$ cat src/rtl/cpu68k_reg_slave_if.sv
// 68000-style asynchronous bus bundle between a bus master and cpu68k_reg_slave.
// The master drives select/strobe/direction/address/write data; the slave returns read data and DTACK.
interface cpu68k_reg_slave_if #(
   parameter int DATA_W = 8,
   parameter int ADDR_W = 2
);
   logic              cs;
   logic              ds;
   logic              rw;
   logic [ADDR_W-1:0] addr;
   logic [DATA_W-1:0] uio_in;
   logic [DATA_W-1:0] uio_out;
   logic [DATA_W-1:0] uio_oe;
   logic              dtack_n;

   modport master (
      output cs, ds, rw, addr, uio_in,
      input  uio_out, uio_oe, dtack_n
   );

   modport slave (
      input  cs, ds, rw, addr, uio_in,
      output uio_out, uio_oe, dtack_n
   );
endinterface

$ cat src/rtl/cpu68k_reg_slave.sv
// 68000-style register slave: select FSM with programmable DTACK wait states and per-register strobes.
// Optional macro CPU68K_BUS_SYNC_EN adds 2-flop synchronizers on cs, ds and rw.
module cpu68k_reg_slave #(
   parameter int                 DATA_W      = 8,
   parameter int                 ADDR_W      = 2,
   parameter int                 WAIT_STATES = 0,
   parameter logic [DATA_W-1:0]  RESET_VAL   = '0
) (
   input  logic                              clk,
   input  logic                              rst_n,
   cpu68k_reg_slave_if.slave                 bus,
   input  logic [(2**ADDR_W)*DATA_W-1:0]     rd_data,
   output logic [(2**ADDR_W)*DATA_W-1:0]     wr_data,
   output logic [(2**ADDR_W)-1:0]            rd_stb,
   output logic [(2**ADDR_W)-1:0]            wr_stb,
   output logic                              busy
);
   localparam int NUM_REGS = 2**ADDR_W;

   typedef enum logic [1:0] {
      S_IDLE,
      S_WAIT,
      S_HOLD
   } state_t;

   logic sel;
   logic rw_s;

`ifdef CPU68K_BUS_SYNC_EN
   logic [1:0] cs_sync;
   logic [1:0] ds_sync;
   logic [1:0] rw_sync;

   // rw idles high (read) so a glitch during reset never looks like a write
   always_ff @(posedge clk or negedge rst_n) begin
      if (!rst_n) begin
         cs_sync <= 2'b00;
         ds_sync <= 2'b00;
         rw_sync <= 2'b11;
      end else begin
         cs_sync <= {cs_sync[0], bus.cs};
         ds_sync <= {ds_sync[0], bus.ds};
         rw_sync <= {rw_sync[0], bus.rw};
      end
   end

   assign sel  = cs_sync[1] & ds_sync[1];
   assign rw_s = rw_sync[1];
`else
   assign sel  = bus.cs & bus.ds;
   assign rw_s = bus.rw;
`endif

   state_t                     state, state_d;
   logic [3:0]                 cnt, cnt_d;
   logic [ADDR_W-1:0]          addr_q, addr_d;
   logic                       rw_q, rw_d;
   logic                       dtack_q, dtack_d;
   logic [DATA_W-1:0]          oe_q, oe_d;
   logic [DATA_W-1:0]          out_q, out_d;
   logic [NUM_REGS-1:0]        rd_stb_q, rd_stb_d;
   logic [NUM_REGS-1:0]        wr_stb_q, wr_stb_d;
   logic [NUM_REGS*DATA_W-1:0] wr_q, wr_d;
   logic                       ack;
   logic [ADDR_W-1:0]          ack_addr;
   logic                       ack_rw;

   always_ff @(posedge clk or negedge rst_n) begin
      if (!rst_n) begin
         state    <= S_IDLE;
         cnt      <= '0;
         addr_q   <= '0;
         rw_q     <= 1'b1;
         dtack_q  <= 1'b1;
         oe_q     <= '0;
         out_q    <= '0;
         rd_stb_q <= '0;
         wr_stb_q <= '0;
         wr_q     <= {NUM_REGS{RESET_VAL}};
      end else begin
         state    <= state_d;
         cnt      <= cnt_d;
         addr_q   <= addr_d;
         rw_q     <= rw_d;
         dtack_q  <= dtack_d;
         oe_q     <= oe_d;
         out_q    <= out_d;
         rd_stb_q <= rd_stb_d;
         wr_stb_q <= wr_stb_d;
         wr_q     <= wr_d;
      end
   end

   // With zero wait states the acknowledge uses the live addr/rw on the same edge that latches them
   always_comb begin
      state_d  = state;
      cnt_d    = cnt;
      addr_d   = addr_q;
      rw_d     = rw_q;
      dtack_d  = dtack_q;
      oe_d     = oe_q;
      out_d    = out_q;
      rd_stb_d = '0;
      wr_stb_d = '0;
      wr_d     = wr_q;
      ack      = 1'b0;
      ack_addr = addr_q;
      ack_rw   = rw_q;

      case (state)
         S_IDLE: begin
            if (sel) begin
               addr_d = bus.addr;
               rw_d   = rw_s;
               cnt_d  = 4'(WAIT_STATES);
               if (WAIT_STATES == 0) begin
                  ack      = 1'b1;
                  ack_addr = bus.addr;
                  ack_rw   = rw_s;
               end else begin
                  state_d = S_WAIT;
               end
            end
         end
         S_WAIT: begin
            if (!sel) begin
               state_d = S_IDLE;
            end else begin
               cnt_d = cnt - 4'd1;
               if (cnt == 4'd1) begin
                  ack = 1'b1;
               end
            end
         end
         S_HOLD: begin
            if (!sel) begin
               dtack_d = 1'b1;
               oe_d    = '0;
               state_d = S_IDLE;
            end
         end
         default: begin
            state_d = S_IDLE;
         end
      endcase

      if (ack) begin
         state_d = S_HOLD;
         dtack_d = 1'b0;
         if (ack_rw) begin
            out_d              = rd_data[int'(ack_addr)*DATA_W +: DATA_W];
            oe_d               = '1;
            rd_stb_d[ack_addr] = 1'b1;
         end else begin
            wr_d[int'(ack_addr)*DATA_W +: DATA_W] = bus.uio_in;
            wr_stb_d[ack_addr]                    = 1'b1;
         end
      end
   end

   assign bus.uio_out = out_q;
   assign bus.uio_oe  = oe_q;
   assign bus.dtack_n = dtack_q;
   assign wr_data     = wr_q;
   assign rd_stb      = rd_stb_q;
   assign wr_stb      = wr_stb_q;
   assign busy        = (state != S_IDLE);
endmodule

$ cat src/flat_wrapper.sv
// flat-port wrapper written by rule: the top's interface ports become plain ports
module cpu68k_reg_slave_flat 
#(
   parameter int                 DATA_W      = 8,
   parameter int                 ADDR_W      = 2,
   parameter int                 WAIT_STATES = 0,
   parameter logic [DATA_W-1:0]  RESET_VAL   = '0
)
  (clk, rst_n, rd_data, wr_data, rd_stb, wr_stb, busy, bus_cs, bus_ds, bus_rw, bus_addr, bus_uio_in, bus_uio_out, bus_uio_oe, bus_dtack_n);
  cpu68k_reg_slave_if #(.DATA_W(DATA_W), .ADDR_W(ADDR_W)) bus_i ();
  input  logic clk;
  input  logic rst_n;
  input  logic [(2**ADDR_W)*DATA_W-1:0] rd_data;
  output logic [(2**ADDR_W)*DATA_W-1:0] wr_data;
  output logic [(2**ADDR_W)-1:0] rd_stb;
  output logic [(2**ADDR_W)-1:0] wr_stb;
  output logic busy;
  input wire logic [$bits(bus_i.cs)-1:0] bus_cs;
  input wire logic [$bits(bus_i.ds)-1:0] bus_ds;
  input wire logic [$bits(bus_i.rw)-1:0] bus_rw;
  input wire logic [$bits(bus_i.addr)-1:0] bus_addr;
  input wire logic [$bits(bus_i.uio_in)-1:0] bus_uio_in;
  output wire logic [$bits(bus_i.uio_out)-1:0] bus_uio_out;
  output wire logic [$bits(bus_i.uio_oe)-1:0] bus_uio_oe;
  output wire logic [$bits(bus_i.dtack_n)-1:0] bus_dtack_n;
  assign bus_i.cs = bus_cs;
  assign bus_i.ds = bus_ds;
  assign bus_i.rw = bus_rw;
  assign bus_i.addr = bus_addr;
  assign bus_i.uio_in = bus_uio_in;
  assign bus_uio_out = bus_i.uio_out;
  assign bus_uio_oe = bus_i.uio_oe;
  assign bus_dtack_n = bus_i.dtack_n;
  cpu68k_reg_slave #(.DATA_W(DATA_W), .ADDR_W(ADDR_W), .WAIT_STATES(WAIT_STATES), .RESET_VAL(RESET_VAL)) u_core (.clk(clk), .rst_n(rst_n), .bus(bus_i), .rd_data(rd_data), .wr_data(wr_data), .rd_stb(rd_stb), .wr_stb(wr_stb), .busy(busy));
endmodule
$ cat config.mk
export PLATFORM = sky130hd
export DESIGN_NAME = cpu68k_reg_slave_flat
export DESIGN_NICKNAME = d
export VERILOG_FILES = /design/src/rtl/cpu68k_reg_slave_if.sv /design/src/rtl/cpu68k_reg_slave.sv /design/src/flat_wrapper.sv
export SDC_FILE = /design/constraint.sdc
export NUM_CORES = 1
export LEC_CHECK = 0
export CAP_MARGIN = 20
export CORE_UTILIZATION = 31
export CTS_CLUSTER_SIZE = 16
export DETAILED_ROUTE_END_ITERATION = 12
export MAX_ROUTING_LAYER = met4
export PLACE_DENSITY = 0.64
export SYNTH_ARGS = -nofsm -noshare
export SYNTH_HDL_FRONTEND = slang
export SYNTH_SLANG_ARGS = --single-unit
export TNS_END_PERCENT = 5
$ cat constraint.sdc
create_clock -name clk -period 1.8 [get_ports clk]
set_clock_uncertainty 0.05 [all_clocks]
set_input_delay 0.45 -clock clk [delete_from_list [all_inputs] [get_ports clk]]
set_output_delay 0.45 -clock clk [all_outputs]
set_load 0.005 [all_outputs]
==> impl_metrics.toml <==
[logic_synthesis]
synth-seq-area-share_pct = 55.1
async_flop_share_pct = 100
ys_ff_latch = 61
ys.flop_type = "dfrtp_1"
syn_inst = 223
postSynthAreaPerCell_um2 = 12.4
ys_types = 34
syn-num-nets = 271
post-synth-top-area-cell = "dfrtp_1"
yosys_warnings = 0
synth_top_area_share_pct = 53.2
syn-cell-area_um2 = 2770
synth_area_leaders = "dfrtp_1 (53%), mux2_2 (14%), mux2i_1 (6.5%), nand2_1 (2.8%), a221oi_1 (2.5%)"
synth_edf_count = 0

[sta]
maxSlewViolCount = 0
hold_slack_ns = 0.432
timing.final.crit_share_pct = 101
grt_setup_unrepaired = "true"
layout_setup_ws_ns = -0.0177
min_period_ns = 1.82
finalHoldViolations = 0
max_freq_ghz = 0.550
report.final.setup_viol = 8
relSlewSlack_pct = 75.7
worst_pin_slew_ns = 0.357

[routing]
vias = 2355
drtPass1Iterations = 4
postRouteAntennaNets = 0
wl_mm = 8.02
routed_via_density = 4.82
drtIter0Drc = 86
remaining_drc_errors = 0
drt-wirelength-per-cell_um = 16.4

[final_layout]
syn_to_final_growth_pct = 72.2
final_cell_area_um2 = 4780
layout-drive-gt1-share_pct = 31.7
layout_commonest_cell = "clkdlybuf4s50_1"
final_cell_mix = "clkdlybuf4s50_1 (96), dfrtp_1 (59), buf_4 (34)"
nets = 422
final_util_pct = 55.0

[power_and_ir_drop]
powerDensity_nw_per_um2 = 1400
power.leakage_nw = 2.22
ir_drop_uv = 938

[floorplanning]
core_um2 = 8680
dieArea_um2 = 9330
dieWidth_um = 96.6
die_y_um = 96.6
start_util_pct = 32.0
pin_count = 105
num_rows = 34

[status]
status = "complete, but fails checks"
violations = "setup timing"

[clock_tree]
clock-sinks = 61
htreeDepth = 3
numCtsBuffers = 9
clkSlewWorstSetupHoldPaths_ns = 0.07
cts_tree = "yes"
cts_root_buffer = "clkbuf_8"
clk-insertion-delay-late_ns = 0.34
clockBufferDepth = 2

[job]
maxCapViolCount = 0

[grt]
grt_max_degree = 30
antenna_found_initial = 2
grt_use_total_pct = 18.5
overflow = 0
grt_pass1_vias = 2436
grt_first_pass_wirelength_mm = 12.2

[place]
dpl_cell_area_um2 = 4290
hpwl_mm = 5.72
gp_congestion = 0.766
port_buffers = 104

[setup_path]
critical_path_class = "input port to flop"
cp-end-kind = "flop"
startpoint_type = "input port"
crit_arrival_ns = 1.99
crit_required_ns = 1.98
reg2reg_slack_ns = 0
cp_max_fo = 9

[min_path]
hold_path_class = "flop to flop"
where the power goes:
group          switching (mW)  internal, mW  total, mW
combinational            1.00          1.95       2.95
clock                   0.578         0.815       1.39
sequential              0.385          1.97       2.36
total                    1.96          4.73       6.70
kinds of logic (layout without fill, tap and decap cells):
group                    after synthesis  count (layout)  synth area share, %
adder cells (fa/ha/maj)                1               1                0.451
AO/OA/AOI/OAI                         34              35                 10.5
buffers and inverters                 17             172                 2.80
other                                  0               2                    0
AND/OR/NAND/NOR                       56              56                 9.92
flip-flops                            61              61                 55.1
multiplexers                          54              54                 21.2
layer usage:
| metal | wire [um] | global-route usage, % | up-vias |
|---|---|---|---|
| li1 | - | - | 1108 |
| met4 | 137 | 7.84 | 0 |
| met2 | 3650 | 27.5 | 85 |
| met3 | 612 | 5.63 | 14 |
| met5 | 0 | - | - |
| met1 | 3630 | 23.2 | 1148 |
timing repair:
action / 4_1_cts / 5_1_grt
resized for setup: 18 / 25
pin swaps: 4 / 4
gates cloned: 2 / 0
hold buffers: 1 / 0
endpoints found under the hold margin: 12 / 0
setup buffers: 4 / 9
setup endpoints to repair: 44 / 41
worst max-delay path, cell delays in order:
cell and delay (ns):
clkdlybuf4s15_1 0.19, and2_4 0.18, ha_4 0.17, nor2b_4 0.13
buf_6 0.13, a31oi_2 0.24, buf_12 0.17, mux2_2 0.33
final timing paths:
check,start,endpoint,depth (start not counted)
worst min-delay path,u_core.bus.uio_oe[0],u_core.bus.uio_oe[0],2
min in group asynchronous,rst_n,u_core.wr_data[27],2
max in group asynchronous,rst_n,u_core.bus.dtack_n,3
worst max register to register,u_core.state[1],u_core.wr_data[0],7
worst max-delay path,bus_ds,u_core.wr_data[0],8
worst min register to register,u_core.bus.uio_oe[0],u_core.bus.uio_oe[0],2
flip-flops by register name, summed over array words and instances, names as in the netlist:
| name | count |
|---|---|
| u_core.wr_data | 32 |
| u_core.bus.uio_oe | 8 |
| u_core.bus.uio_out | 8 |
| u_core.rd_stb | 4 |
| u_core.wr_stb | 4 |
| u_core.addr_q | 2 |
| u_core.bus.dtack_n | 1 |
| u_core.rw_q | 1 |
| u_core.state | 1 |
cells in the mapped netlist, types with 2 or more instances:
cell type	number
a221oi_1	8
a2bb2oi_1	8
a41oi_2	2
and2_1	4
buf_2	5
clkbuf_1	3
dfrtp_1	59
dfstp_2	2
inv_1	7
mux2_2	35
mux2i_1	18
nand2_1	21
nand2b_1	5
nor2_1	14
nor2b_1	3
nor3_1	2
o211ai_1	2
o21ai_0	4
o22ai_1	6
per-stage QoR:
| step | std cells | power, mW | TNS, ns | worst slack (ns) |
|---|---|---|---|---|
| floorplan | 223 | 3.41 | -1.93 | -0.0841 |
| global placement | 457 | 5.04 | -26.85 | -0.653 |
| detailed placement | 457 | 5.11 | -28.39 | -0.730 |
| CTS | 480 | 6.59 | -0.825 | -0.0665 |
| global route | 489 | 7.09 | -1.22 | -0.0583 |
| finish | 489 | 6.70 | -0.0890 | -0.0177 |
final cells by class:
cell class | instances | area, um^2
Clock buffer | 10 | 138
Fill cell | 794 | 3900
Antenna cell | 2 | 5.00
Tap cell | 108 | 135
Multi-Input combinational cell | 146 | 1390
Clock inverter | 6 | 86.3
Sequential cell | 61 | 1530
Inverter | 7 | 26.3
Timing Repair Buffer | 149 | 1460
Power figures use the tool's default switching activity.
